**src/rtl/sprite_hit_decoder_pkg.sv**
```systemverilog
// Shared sprite constants and types used by the hit decoder, selector and renderer.
package sprite_pkg;

    localparam int unsigned NUM_SPRITES     = 14;
    localparam int unsigned SPRITE_IDX_W    = 4;
    localparam int unsigned SPRITE_IDX_NONE = 0;
    localparam int unsigned SPRITE_IDX_MAX  = 14;

    typedef logic [NUM_SPRITES-1:0]  sprite_vec_t;
    typedef logic [SPRITE_IDX_W-1:0] sprite_idx_t;

    typedef struct packed {
        logic        valid;
        sprite_idx_t index;
    } sprite_hit_t;

    // Legal sprite numbers are 1..SPRITE_IDX_MAX; everything else is a bad index.
    function automatic logic sprite_idx_legal(input sprite_idx_t idx);
        return (idx != SPRITE_IDX_W'(SPRITE_IDX_NONE)) &&
               (idx <= SPRITE_IDX_W'(SPRITE_IDX_MAX));
    endfunction

endpackage

```
**src/rtl/sprite_hit_decoder_if.sv**
```systemverilog
// Hit-in / sprite-activity-out bus between hit detection, decoder and renderer.
interface sprite_hit_decoder_if;
    import sprite_pkg::*;

    logic        hit_valid;
    sprite_idx_t hit_index;
    logic        frame_tick;
    sprite_vec_t sprites;
    logic        bad_index;
    logic        busy;

    modport master (
        output hit_valid, hit_index, frame_tick,
        input  sprites, bad_index, busy
    );

    modport slave (
        input  hit_valid, hit_index, frame_tick,
        output sprites, bad_index, busy
    );

endinterface

```
**src/rtl/sprite_hit_decoder_hold_timer.sv**
```systemverilog
// Per-sprite frame-hold counter: loads on a hit, decays once per frame tick, saturates at 0.
module sprite_hold_timer #(
    parameter int unsigned CNT_W       = 4,
    parameter int unsigned HOLD_FRAMES = 8
) (
    input  logic clk,
    input  logic rst_n,
    input  logic load,
    input  logic tick,
    input  logic retrig_ok,
    output logic active,
    output logic active_nxt_c
);

    logic [CNT_W-1:0] r_cnt;
    logic [CNT_W-1:0] w_cnt_nxt;
    logic             w_idle;

    assign w_idle = (r_cnt == '0);

    // A load takes priority over the decrement on the same cycle.
    always_comb begin
        w_cnt_nxt = r_cnt;
        if (load && (retrig_ok || w_idle)) begin
            w_cnt_nxt = CNT_W'(HOLD_FRAMES);
        end else if (tick && !w_idle) begin
            w_cnt_nxt = r_cnt - CNT_W'(1);
        end
    end

    assign active_nxt_c = (w_cnt_nxt != '0);

    always_ff @(posedge clk or negedge rst_n) begin
        if (!rst_n) begin
            r_cnt  <= '0;
            active <= 1'b0;
        end else begin
            r_cnt  <= w_cnt_nxt;
            active <= active_nxt_c;
        end
    end

endmodule

```
**src/rtl/sprite_hit_decoder.sv**
```systemverilog
// Sprite index stream -> per-sprite activity vector with per-sprite frame-hold timers.
// Optional: define SPRITE_RETRIGGER_EN to let a hit on an active sprite reload its timer.
module sprite_hit_decoder
    import sprite_pkg::*;
#(
    parameter int unsigned HOLD_FRAMES = 8,
    parameter int unsigned CNT_W       = 4
) (
    input  logic               clk,
    input  logic               rst_n,
    sprite_hit_decoder_if.slave bus
);

    logic        r_armed;
    logic        r_bad_index;
    logic        r_busy;
    sprite_hit_t w_hit;
    logic        w_hit_ok;
    logic        w_bad;
    logic        w_retrig_ok;
    sprite_vec_t w_load;
    sprite_vec_t w_active;
    sprite_vec_t w_active_nxt;

`ifdef SPRITE_RETRIGGER_EN
    assign w_retrig_ok = 1'b1;
`else
    assign w_retrig_ok = 1'b0;
`endif

    // Hits are blocked on the first edge after reset release.
    always_ff @(posedge clk or negedge rst_n) begin
        if (!rst_n) begin
            r_armed <= 1'b0;
        end else begin
            r_armed <= 1'b1;
        end
    end

    assign w_hit.valid = bus.hit_valid;
    assign w_hit.index = bus.hit_index;
    assign w_hit_ok    = r_armed && w_hit.valid;
    assign w_bad       = w_hit_ok && !sprite_idx_legal(w_hit.index);

    genvar i;
    generate
        for (i = 0; i < NUM_SPRITES; i++) begin : g_sprite
            assign w_load[i] = w_hit_ok && (w_hit.index == SPRITE_IDX_W'(i + 1));

            sprite_hold_timer #(
                .CNT_W       (CNT_W),
                .HOLD_FRAMES (HOLD_FRAMES)
            ) u_timer (
                .clk          (clk),
                .rst_n        (rst_n),
                .load         (w_load[i]),
                .tick         (bus.frame_tick),
                .retrig_ok    (w_retrig_ok),
                .active       (w_active[i]),
                .active_nxt_c (w_active_nxt[i])
            );
        end
    endgenerate

    always_ff @(posedge clk or negedge rst_n) begin
        if (!rst_n) begin
            r_bad_index <= 1'b0;
            r_busy      <= 1'b0;
        end else begin
            r_bad_index <= w_bad;
            r_busy      <= |w_active_nxt;
        end
    end

    assign bus.sprites   = w_active;
    assign bus.bad_index = r_bad_index;
    assign bus.busy      = r_busy;

endmodule

```
**src/flat_wrapper.sv**
```systemverilog
// flat-port wrapper written by rule: the top's interface ports become plain ports
module sprite_hit_decoder_flat import sprite_pkg::*;
#(
    parameter int unsigned HOLD_FRAMES = 8,
    parameter int unsigned CNT_W       = 4
)
  (clk, rst_n, bus_hit_valid, bus_hit_index, bus_frame_tick, bus_sprites, bus_bad_index, bus_busy);
  sprite_hit_decoder_if bus_i ();
  input  logic clk;
  input  logic rst_n;
  input wire logic [$bits(bus_i.hit_valid)-1:0] bus_hit_valid;
  input wire logic [$bits(bus_i.hit_index)-1:0] bus_hit_index;
  input wire logic [$bits(bus_i.frame_tick)-1:0] bus_frame_tick;
  output wire logic [$bits(bus_i.sprites)-1:0] bus_sprites;
  output wire logic [$bits(bus_i.bad_index)-1:0] bus_bad_index;
  output wire logic [$bits(bus_i.busy)-1:0] bus_busy;
  assign bus_i.hit_valid = bus_hit_valid;
  assign bus_i.hit_index = bus_hit_index;
  assign bus_i.frame_tick = bus_frame_tick;
  assign bus_sprites = bus_i.sprites;
  assign bus_bad_index = bus_i.bad_index;
  assign bus_busy = bus_i.busy;
  sprite_hit_decoder #(.HOLD_FRAMES(HOLD_FRAMES), .CNT_W(CNT_W)) u_core (.clk(clk), .rst_n(rst_n), .bus(bus_i));
endmodule
```
**config.mk**
```make
export PLATFORM = sky130hd
export DESIGN_NAME = sprite_hit_decoder_flat
export DESIGN_NICKNAME = d
export VERILOG_FILES = /design/src/rtl/sprite_hit_decoder_pkg.sv /design/src/rtl/sprite_hit_decoder_if.sv /design/src/rtl/sprite_hit_decoder_hold_timer.sv /design/src/rtl/sprite_hit_decoder.sv /design/src/flat_wrapper.sv
export SDC_FILE = /design/constraint.sdc
export NUM_CORES = 1
export LEC_CHECK = 0
export BUFFER_PORTS_ARGS = -buffer_cell sky130_fd_sc_hd__buf_2
export CAP_MARGIN = 20
export CORE_MARGIN = 10
export CORE_UTILIZATION = 55
export DETAILED_ROUTE_END_ITERATION = 8
export GPL_TIMING_DRIVEN = 0
export MAX_ROUTING_LAYER = met4
export PLACE_DENSITY = 0.76
export SYNTH_ARGS = -nofsm -noshare
export SYNTH_HDL_FRONTEND = slang
export SYNTH_SLANG_ARGS = --single-unit
```
**constraint.sdc**
```tcl
create_clock -name clk -period 2.2 [get_ports clk]
set_clock_uncertainty 0.1 [all_clocks]
set_input_delay 0.11 -clock clk [delete_from_list [all_inputs] [get_ports clk]]
set_output_delay 0.11 -clock clk [all_outputs]
set_load 0.02 [all_outputs]
```
; ---- Word level (Yosys, flattened, before mapping)
; Cells that the tools add are included.
[word_totals]
in_bits = 8
reg_bits = 73
[op_classes]
order_cmp = 1
muxes = 28
n_reduce_logical = 90
addsub = 14
eq_ne = 14
[ops]
columns = operator, count
row1 = $mux 4, 28
row2 = $reduce_bool 4->1, 15
row3 = $logic_not 4->1, 14
row4 = $sub 4x1->4 const B, 14
row5 = $logic_and 1x1->1, 45
row6 = $eq 4x4->1 const B, 7
row7 = $eq 4x3->1 const B, 4
row8 = $logic_not 1->1, 15
row9 = $reduce_or 14->1, 1
row10 = $eq 4x2->1 const B, 2
row11 = $eq 4x1->1 const B, 1
row12 = $le 4x4->1 const B, 1

; ---- Depth between registers and ports, before layout
; Gate-level depths: netlist of the first run.
[logic_depth]
depth_word = 7
mapped_depth = 9

; ---- By module
; From an unflattened synthesis of the first run, not the netlist that was laid out.
[hier_totals]
hier_cells = 398
hier_area_um2 = 4022.6
[by_module_without_submodules]
columns = mod, cells_per_inst, area_per_inst_um2, seq_area_each_um2, n_inst
row1 = sprite_hold_timer, 26, 270.3, 125.1, 14
row2 = sprite_hit_decoder, 34, 239.0, 75.1, 1

; ---- Least setup slack after synthesis of the first run
; OpenSTA, ideal clock, no wires.
[synth_timing]
path_kind = register to register
start = register u_core.g_sprite[4].u_timer.r_cnt[0]
end = register u_core.r_busy (netlist: u_core.bus.busy)
path_buffers = 0
setup_slack_ns = -0.140
setup_time_ns = 0.140
arrival_ns = 2.101
stages_incl_launch_ff = 9
path_cell_list = dfrtp_1 > inv_1 > ha_1 > or3b_1 > nand2_2 > a21oi_1 > or4b_4 > nor4_2 > nand4_1
[synth_between]
elab_chain_cells = 7
elab_cells_between_ends = 9
[synth_rtl]
columns = item, line_no
row1 = "start, declared", sprite_hit_decoder_hold_timer.sv:15  ; logic [CNT_W-1:0] r_cnt;
row2 = "start signal, assigned", sprite_hit_decoder_hold_timer.sv:38  ; r_cnt <= w_cnt_nxt;
row3 = "parallel branches: the longest is 4 deep, another holds $sub 4x1->4", n/a
row4 = $mux 4 (*), sprite_hit_decoder_hold_timer.sv:24  ; if (load && (retrig_ok || w_idle)) begin
row5 = $reduce_bool 4->1 (*), sprite_hit_decoder_hold_timer.sv:31  ; assign active_nxt_c = (w_cnt_nxt != '0);
row6 = via u_core.g_sprite[4].u_timer.active_nxt_c, sprite_hit_decoder_hold_timer.sv:12  ; output logic active_nxt_c
row7 = $reduce_or 14->1 (*), sprite_hit_decoder.sv:71  ; r_busy <= |w_active_nxt;
row8 = "end signal, assigned", sprite_hit_decoder.sv:71
row9 = "end, declared", sprite_hit_decoder.sv:16  ; logic r_busy;
; Mark *: on every way through the listed nets, which the timed path passes.

; ---- Worst setup path in the final report of the first run
; Same ends and word-level chain as after synthesis.

==> results.md, run 1 <==
- First-pass DRT Iterations: 4
- Number of global-route vias before repair: 3633
- Height of the die: 109 um
- Clock share of power: 14.4%
- Antenna-violating nets left: 0
- Layout area overhead: 15.3%
- First-pass GRT wire length: 16.9 mm
- CTS H-Tree Depth: 3
- Seq pwr share: 35.1%
- Total CTS buffers: 9
- Grt ovf: 0
- Count of final setup violators: 1
- Critical path origin: u_core.g_sprite[4].u_timer.r_cnt[0]
- Clk root buf: clkbuf_8
- Type of destination of the critical path: register
- CTS tree: done
- Nets: 559
- Net switching power: 2960 uW
- Tcrit/Tclk final: 111%
- Reg2reg setup slack: -0.24 ns
- Die Width: 109 um
- Buffers plus inverters on the worst setup path: 1
- Drt via density: 5.65
- Setup CP Type: register to register
- Avg WL per Cell: 15.4 um
- Largest stage delay, worst path: 0.51 ns
- Unrepaired setup endpoints after global routing: true
- Failing checks: negative setup slack
- Async set-reset flop share out of synthesis: 100%
- Worst EP arrival: 2.55 ns
- Mapped Nets: 514
- Critical Path RT: 2.31 ns
- Cells along the critical path: inv_2 -> ha_4 -> or3b_4 -> nand2_4 -> a21oi_2 -> or4b_4 -> nor4_4 -> nand4_1
- Critical R2R Launch: u_core.g_sprite[4].u_timer.r_cnt[0]
- Worst hold start: bus_hit_index[3]
- Post-Place Cells: 616
- Initial DRC count: 233
- Status: finished with violations
- PnR worst setup slack: -0.245 ns
- Hold Path Class: primary input to register
- Yosys Warn Count: 0
- Final hold violation count: 0
- Fillers: 641
- Worst-Skew Late Latency: 0.35 ns
- Slowest-stage cell, CP: or4b_4
- Worst-path clk slew: 0.07 ns
- Post-route insts no fill: 644
- I/O Buffers: 21
- Internal Pwr Total: 4190 uW
- Syn avg cell area: 8.79 um^2
- Pwr dens: 1430 mW/mm^2
- Fin crit period: 2.44 ns
- Max cap viols: 0
- Initial antenna violation count: 0
- Total GRT Usage: 18.2%
- Layout cell share with drive strength beyond 1: 19.6%
- R2R depth: 8
- IO Pins: 24
- Synth Cell Area: 0.00433 mm^2
- Routed Wire Length: 9.91 mm
- Placed cell areas: 0.00465 mm^2
- CTS sink cnt: 73
- Sequential share of the synthesized area: 42.2%
- Cells after Synth: 492
- #FFs+latches synth: 73
- Slew headroom: 60.4%
- Distinct cells, synth: 60
- Clock Path Buffers: 2
- Total core area: 0.00769 mm^2
- DR DRC count: 0
- Area contributors post-synth: dfrtp_1, nand2_1, nor2_1
- Main synth FF type: dfrtp_1
- Starting density of the core: 56.3%
- Final non-filler cell area: 0.00499 mm^2
- Critical Path Fanout Max: 5
- Hpwl dp: 7.07 mm
- Post-synth top area share: 42.2%
- Max-slew violation count: 0
- Worst path depth: 8
- Max VDD drop: 0.733 mV
- EDFF count, synth: 0
- F_max: 409 MHz
- Sw Share: 41.5%
- Worst Max-Slew Pin Slew: 0.594 ns
- LEAKAGE: 0.00220 uW
- CP endpoint: u_core.bus.busy
- Setup Slack @ Placement: -0.374 ns
- Diodes inserted: 0
- CP top delay family: simple AND/OR/NAND/NOR gates
- Rows: 32
- Logic pwr share: 50.5%
- Worst R2R End: u_core.bus.busy
- Routed vias: 3636
- Die area: 0.0118 mm^2
- Gpl congestion: 0.868
- Critical Path Source Type: register
- Synth area leader: dfrtp_1
- Largest net degree at the start of global routing: 48
- Hold slack: 0.0458 ns
how the worst min path moves through the flow:
stage	to	slack, ns	depth (start not counted)
floorplan	u_core.bus.bad_index	-0.29	0
global placement	u_core.bus.bad_index	0.28	3
detailed placement	u_core.g_sprite[12].u_timer.r_cnt[2]	-0.05	1
CTS	u_core.g_sprite[2].u_timer.r_cnt[0]	0.03	3
global route	u_core.g_sprite[2].u_timer.r_cnt[0]	0.07	3
finish	u_core.g_sprite[2].u_timer.r_cnt[0]	0.05	3
cells in the final DEF (no fill, tap or decap), types with 4 or more instances in the layout:
| master | netlist | routed |
|---|---|---|
| nor3_1 | 4 | 4 |
| clkbuf_1 | 3 | 5 |
| nand3_1 | 16 | 16 |
| and3_1 | 4 | 4 |
| or3b_4 | 0 | 4 |
| or2_2 | 6 | 6 |
| ha_4 | 0 | 4 |
| or3_1 | 5 | 5 |
| a31oi_1 | 7 | 7 |
| xnor2_1 | 8 | 8 |
| mux2_2 | 7 | 7 |
| o31ai_1 | 4 | 4 |
| o22ai_1 | 4 | 4 |
| nor2b_1 | 10 | 10 |
| clkbuf_8 | 0 | 10 |
| inv_2 | 0 | 7 |
| ha_1 | 14 | 10 |
| nand2_1 | 63 | 60 |
| buf_2 | 4 | 24 |
| nor4b_1 | 5 | 4 |
| mux2i_1 | 10 | 10 |
| o21ai_0 | 32 | 31 |
| inv_1 | 38 | 31 |
| nor2_1 | 52 | 52 |
| dfrtp_1 | 73 | 73 |
| a21oi_1 | 22 | 20 |
| nand2b_1 | 12 | 12 |
| nand4_1 | 9 | 9 |
| buf_4 | 15 | 25 |
routing by layer:
metal  up-vias  wire length [um]  share of wire [%]  global-route usage [%]
met1      1731              4350                 44                    21.6
li1       1815                 -                  -                       -
met2        72              4880                 49                    29.5
met4         0               179                1.8                    8.66
met5         -                 0                  0                       -
met3        18               493                5.0                    3.30
metrics by stage:
| stage | TNS, ns | utilization (%) | power [uW] |
|---|---|---|---|
| floorplan | -0.00485 | - | 5090 |
| global placement | -1.70 | 60.1 | 5650 |
| detailed placement | -1.97 | 60.5 | 5860 |
| CTS | -0.278 | 64.6 | 7100 |
| global route | -0.334 | 64.9 | 7810 |
| finish | -0.245 | 64.9 | 7150 |
cell usage after synthesis (4+ instances only):
master    number
dfrtp_1       73
nand2_1       63
nor2_1        52
inv_1         38
o21ai_0       32
a21oi_1       22
nand3_1       16
buf_4         15
ha_1          14
nand2b_1      12
mux2i_1       10
nor2b_1       10
nand4_1        9
xnor2_1        8
a31oi_1        7
mux2_2         7
or2_2          6
nor4b_1        5
or3_1          5
and3_1         4
buf_2          4
nor3_1         4
o22ai_1        4
o31ai_1        4
or3b_1         4
cells by family after synthesis:
family          share of synthesized area [%]
compound gates                           14.2
xor+xnor                                 1.82
fa+ha+maj                                4.05
buf+inv                                  6.71
flops                                    42.2
mux                                      4.14
other cells                            0.0867
simple gates                             26.8
flip-flops by register name (all words and copies together) (netlist names):
name / flops
u_core.bus.busy: 1
u_core.g_sprite.u_timer.r_cnt: 56
u_core.g_sprite.u_timer.active: 14
u_core.bus.bad_index: 1
u_core.r_armed: 1
worst reg2reg max path, stage by stage (launching register included):
cell	delay, ns
dfrtp_1	0.41
inv_2	0.11
ha_4	0.17
or3b_4	0.42
nand2_4	0.10
a21oi_2	0.04
or4b_4	0.51
nor4_4	0.31
nand4_1	0.14
repair_timing:
item / 4_1_cts / 5_1_grt
buffers inserted: 7 / 2
hold buffers: 3 / 0
endpoints found under the hold margin: 74 / 0
resized for setup: 10 / 4
gates cloned: 0 / 0
setup endpoints to repair: 1 / 10
pin swaps: 5 / 2
cell type report:
type                            instances  area (um^2)  share of cell area (%)
Multi-Input combinational cell        358         2320                    46.5
Sequential cell                        73         1830                    36.6
Timing Repair Buffer                   34          233                    4.67
Clock buffer                           13          149                    2.99
Buffer                                 23          149                    2.99
Inverter                               38          143                    2.86
Tap cell                              102          128                    2.56
Clock inverter                          3         40.0                   0.803
power groups by stage:
stage / sequential (uW) / clock [uW] / combinational [uW]
CTS: 2500 / 1060 / 3540
detailed placement: 2510 / 0 / 3350
floorplan: 2380 / 0 / 2710
finish: 2510 / 1030 / 3610
global placement: 2480 / 0 / 3170
global route: 2620 / 1110 / 4080
No activity file was read; power rests on OpenSTA's default activity.
==> run 2, diff against run 1 <==
- clock period: 2.2 -> 2.05 ns (I/O delays scaled with it)
==> results.md, run 2 (same netlist as run 1, synthesis figures left out) <==
- Post-route insts no fill: 646
- Diodes inserted: 0
- Worst Max-Slew Pin Slew: 0.595 ns
- Critical Path Source Type: register
- Gpl congestion: 0.868
- Die area: 0.0118 mm^2
- Clock Path Buffers: 2
- Grt ovf: 0
- Slew headroom: 60.4%
- Post-Place Cells: 616
- Rows: 32
- Final hold violation count: 0
- Total CTS buffers: 9
- Pwr dens: 1540 mW/mm^2
- LEAKAGE: 0.00221 uW
- PnR worst setup slack: -0.407 ns
- Fillers: 638
- Setup Slack @ Placement: -0.524 ns
- Nets: 561
- Initial DRC count: 246
- Largest net degree at the start of global routing: 48
- Slowest-stage cell, CP: or4b_4
- Commonest cells after routing, fill and taps aside: dfrtp_1, nand2_1, nor2_1
- Largest stage delay, worst path: 0.51 ns
- CTS sink cnt: 73
- Avg WL per Cell: 15.4 um
- CTS tree: done
- Critical Path Fanout Max: 5
- DR DRC count: 0
- Failing checks: negative setup slack
- Antenna-violating nets left: 0
- Max VDD drop: 0.788 mV
- IO Pins: 24
- Clk root buf: clkbuf_8
- Type of destination of the critical path: register
- Count of final setup violators: 1
- Hpwl dp: 7.07 mm
- Worst-path clk slew: 0.07 ns
- Unrepaired setup endpoints after global routing: true
- Status: finished with violations
- I/O Buffers: 21
- Critical Path RT: 2.16 ns
- Fin crit period: 2.46 ns
- Cells along the critical path: inv_2 -> ha_4 -> or3b_4 -> nand2_4 -> a21oi_2 -> or4b_4 -> nor4_4 -> nand4_1
- Routed vias: 3655
- First-pass DRT Iterations: 4
- Worst-Skew Late Latency: 0.35 ns
- Layout area overhead: 15.9%
- Max cap viols: 0
- Worst EP arrival: 2.57 ns
- Drt via density: 5.66
- CTS H-Tree Depth: 3
- Largest register by flop count: u_core.g_sprite.u_timer.r_cnt
- Top Registers: u_core.g_sprite.u_timer.r_cnt (56), u_core.g_sprite.u_timer.active (14)
- Hold Path Class: primary input to register
- Number of flip-flops in the largest register: 56
- Setup_tns: -0.407 ns
- F_max: 407 MHz
- Layout cell share with drive strength beyond 1: 20.6%
- Height of the die: 109 um
- First-pass GRT wire length: 17.0 mm
- Routed Wire Length: 9.97 mm
- Total core area: 0.00769 mm^2
- Pwr Total: 7750 uW
- Total GRT Usage: 18.3%
- Tcrit/Tclk final: 120%
- Die Width: 109 um
- Most common cell after layout, fill and taps aside: dfrtp_1
- Initial antenna violation count: 0
- Setup CP Type: register to register
- Max-slew violation count: 0
- Starting density of the core: 56.3%
- Number of global-route vias before repair: 3633
-- run 2: cell count changes in the layout (fill, tap and decap cells not counted) --
cell	before	now
inv_1	31	30
or4b_1	2	1
o31ai_1	4	3
o31ai_2	0	1
nor3b_1	3	2
or4b_4	2	3
nor3b_2	0	1
buf_4	25	27
inv_2	7	8
-- run 2: area by class of cell --
class | instances | area, um^2 | share of cell area (%)
buffer | 23 | 149 | 2.97
clock buffer | 13 | 149 | 2.97
clock inverter | 3 | 40.0 | 0.798
inverter | 38 | 143 | 2.84
multi-input combinational | 358 | 2330 | 46.5
sequential | 73 | 1830 | 36.4
tap | 102 | 128 | 2.54
timing repair buffer | 36 | 248 | 4.94
-- run 2: repair_timing --
item                       in CTS  in global routing
resized for setup              14                  3
setup buffers                   7                  4
hold endpoints to repair       74                  0
hold buffers                    3                  0
setup endpoints to repair       3                  5
pin swaps                       5                  2
-- run 2: where the power goes --
| part | internal, uW | total (uW) | switching (uW) |
|---|---|---|---|
| clock network | 593 | 1110 | 516 |
| registers | 2070 | 2710 | 635 |
| logic | 1870 | 3930 | 2060 |
| total | 4530 | 7750 | 3210 |
-- run 2: worst max-delay path, delay by kind of cell (launching register included) --
family / cells / cell delay (ns)
buffers and inverters: 1 / 0.11
AO/OA/AOI/OAI: 1 / 0.04
flip-flops: 1 / 0.41
adder cells (fa/ha/maj): 1 / 0.17
AND/OR/NAND/NOR: 5 / 1.48
-- run 2: metal layers --
layer	track usage (%)	wire, um	vias to the layer above
met5	-	0	-
met4	8.66	183	0
met3	3.30	427	18
met2	29.4	4880	61
met1	21.7	4480	1752
li1	-	-	1824
-- run 2: metrics by stage --
step                utilization [%]  hold slack, ns  instance area (um^2)
finish                         65.3          0.0401                  5020
global route                   65.3          0.0683                  5020
CTS                            64.7          0.0267                  4970
detailed placement             60.5         -0.0585                  4650
global placement               60.1           0.272                  4620
floorplan                         -          -0.293                  4390
-- run 2: worst paths after layout --
path                                                 startpoint                                   end  slack (ns)  cells after the start
max                         u_core.g_sprite[4].u_timer.r_cnt[0]                       u_core.bus.busy       -0.41                      8
min reg2reg                u_core.g_sprite[10].u_timer.r_cnt[2]  u_core.g_sprite[10].u_timer.r_cnt[2]        0.42                      2
max reg2reg                 u_core.g_sprite[4].u_timer.r_cnt[0]                       u_core.bus.busy       -0.41                      8
max in group asynchronous                                 rst_n  u_core.g_sprite[11].u_timer.r_cnt[2]        1.20                      3
min                                            bus_hit_index[3]   u_core.g_sprite[2].u_timer.r_cnt[0]        0.04                      3
min in group asynchronous                                 rst_n  u_core.g_sprite[12].u_timer.r_cnt[2]        0.10                      2
==> run 3, diff against run 2 <==
- CORE_UTILIZATION: 55 -> 30
- CTS_BUF_LIST: unset -> sky130_fd_sc_hd__clkbuf_8
- PLACE_DENSITY: 0.76 -> unset
==> results.md, run 3 (same netlist as run 1, synthesis figures left out) <==
- PnR worst setup slack: -0.429 ns
- Number of global-route vias before repair: 3527
- Starting density of the core: 30.9%
- Gpl congestion: 0.852
- Rows: 43
- Failing checks: negative setup slack
- Hpwl dp: 7.47 mm
- Status: finished with violations
- Final hold violation count: 0
- Die Width: 140 um
- Max VDD drop: 0.677 mV
- First-pass GRT wire length: 16.8 mm
- First-pass DRT Iterations: 5
- Diodes inserted: 0
- Unrepaired setup endpoints after global routing: true
- Number of flip-flops in the largest register: 56
- Critical Path RT: 2.16 ns
- Worst Max-Slew Pin Slew: 0.728 ns
- Count of final setup violators: 1
- LEAKAGE: 0.00220 uW
- CTS tree: done
- Largest net degree at the start of global routing: 61
- Critical Path Fanout Max: 5
- Pwr dens: 1510 mW/mm^2
- Max cap viols: 0
- Routed vias: 3704
- Largest register by flop count: u_core.g_sprite.u_timer.r_cnt
- Clk root buf: clkbuf_8
- Drt via density: 5.17
- Commonest cells after routing, fill and taps aside: dfrtp_1, nand2_1, nor2_1
- Setup Slack @ Placement: -0.795 ns
- I/O Buffers: 21
- CTS H-Tree Depth: 3
- Type of destination of the critical path: register
- Initial antenna violation count: 0
- Top Registers: u_core.g_sprite.u_timer.r_cnt (56), u_core.g_sprite.u_timer.active (14)
- Setup CP Type: register to register
- F_max: 403 MHz
- Initial DRC count: 189
- Slew headroom: 51.4%
- Max-slew violation count: 0
- Avg WL per Cell: 14.7 um
- Nets: 554
- Total GRT Usage: 10.7%
- CTS sink cnt: 73
- Routed Wire Length: 10.5 mm
- Buffers plus inverters on the worst setup path: 1
- Layout area overhead: 17.4%
- Antenna-violating nets left: 0
- Worst-path clk slew: 0.08 ns
- Fillers: 1427
- Worst EP arrival: 2.59 ns
- Total core area: 0.0140 mm^2
- DR DRC count: 0
- Pwr Total: 7650 uW
- Height of the die: 140 um
- IO Pins: 24
- Worst-Skew Late Latency: 0.37 ns
- Clock Path Buffers: 2
- Die area: 0.0196 mm^2
- Most common cell after layout, fill and taps aside: dfrtp_1
- CP top delay family: simple AND/OR/NAND/NOR gates
- Layout Utilization: 36.3%
- Cells along the critical path: inv_2 -> ha_4 -> or3b_4 -> nand2_4 -> a21oi_1 -> or4b_4 -> nor4_4 -> nand4_1
- Layout cell share with drive strength beyond 1: 19.8%
- Post-Place Cells: 694
- Fin crit period: 2.48 ns
- Total CTS buffers: 9
- Tcrit/Tclk final: 121%
- Reg area: 0.00183 mm^2
- Critical Path Source Type: register
- Largest stage delay, worst path: 0.52 ns
- Post-route insts no fill: 716
- Grt ovf: 0
- Area of the multi-input gates: 0.00234 mm^2
- Hold Path Class: primary input to register
- Slowest-stage cell, CP: or4b_4
## run 3: changes by cell type in the layout (fill, tap and decap cells not counted), moves of 2 or more
| cell | delta |
|---|---|
| inv_1 | +2 |
| buf_4 | -7 |
| a21oi_1 | +2 |
| clkbuf_1 | -3 |
| a21oi_2 | -2 |
## run 3: layout make-up
class	instances	share of cell area [%]
inverters	38	2.81
well taps	180	4.43
repair buffers	29	3.84
clock buffers	11	2.98
flip-flops and latches	73	36.0
multi-input cells	358	46.2
clock inverters	4	0.862
plain buffers	23	2.93
## run 3: timing repair
item,CTS,global route
setup buffers,1,3
setup endpoints to repair,13,5
pin swaps,0,0
hold buffers,3,0
resized for setup,9,9
hold endpoints to repair,74,0
## run 3: through the flow
stage	setup TNS, ns	area (um^2)	hold slack (ns)
final	-0.429	5080	0.0425
after global routing	-0.481	5080	0.0561
after CTS	-0.417	5020	0.0233
after detailed placement	-6.69	4750	-0.121
after global placement	-5.87	4720	0.300
after floorplan	-0.155	4390	-0.293
## run 3: final timing paths
check / depth (start not counted) / endpoint / start / slack (ns)
min in group asynchronous: 2 / u_core.g_sprite[12].u_timer.r_cnt[0] / rst_n / 0.05
worst min-delay path: 3 / u_core.g_sprite[2].u_timer.r_cnt[0] / bus_hit_index[3] / 0.04
worst min register to register: 2 / u_core.g_sprite[9].u_timer.r_cnt[1] / u_core.g_sprite[9].u_timer.r_cnt[1] / 0.41
worst max register to register: 8 / u_core.bus.busy / u_core.g_sprite[4].u_timer.r_cnt[0] / -0.43
worst max-delay path: 8 / u_core.bus.busy / u_core.g_sprite[4].u_timer.r_cnt[0] / -0.43
max in group asynchronous: 3 / u_core.g_sprite[5].u_timer.r_cnt[0] / rst_n / 1.23
## run 3: worst register-to-register path: cells and delay by family (launching register included)
| kind | cells | cell delay [ns] |
|---|---|---|
| flops | 1 | 0.41 |
| simple gates | 5 | 1.49 |
| buf+inv | 1 | 0.11 |
| fa+ha+maj | 1 | 0.16 |
| compound gates | 1 | 0.06 |
## run 3: metal layers
| layer | routed length (um) | up-vias | global-route usage [%] |
|---|---|---|---|
| met1 | 4600 | 1793 | 11.8 |
| met3 | 498 | 23 | 2.37 |
| met2 | 5150 | 80 | 17.8 |
| met5 | 0 | - | - |
| li1 | - | 1808 | - |
| met4 | 269 | 0 | 5.33 |
## run 3: where the power goes
group          internal, uW  switching [uW]
registers              2070             631
clock network           614             543
logic                  1780            2010
total                  4460            3180
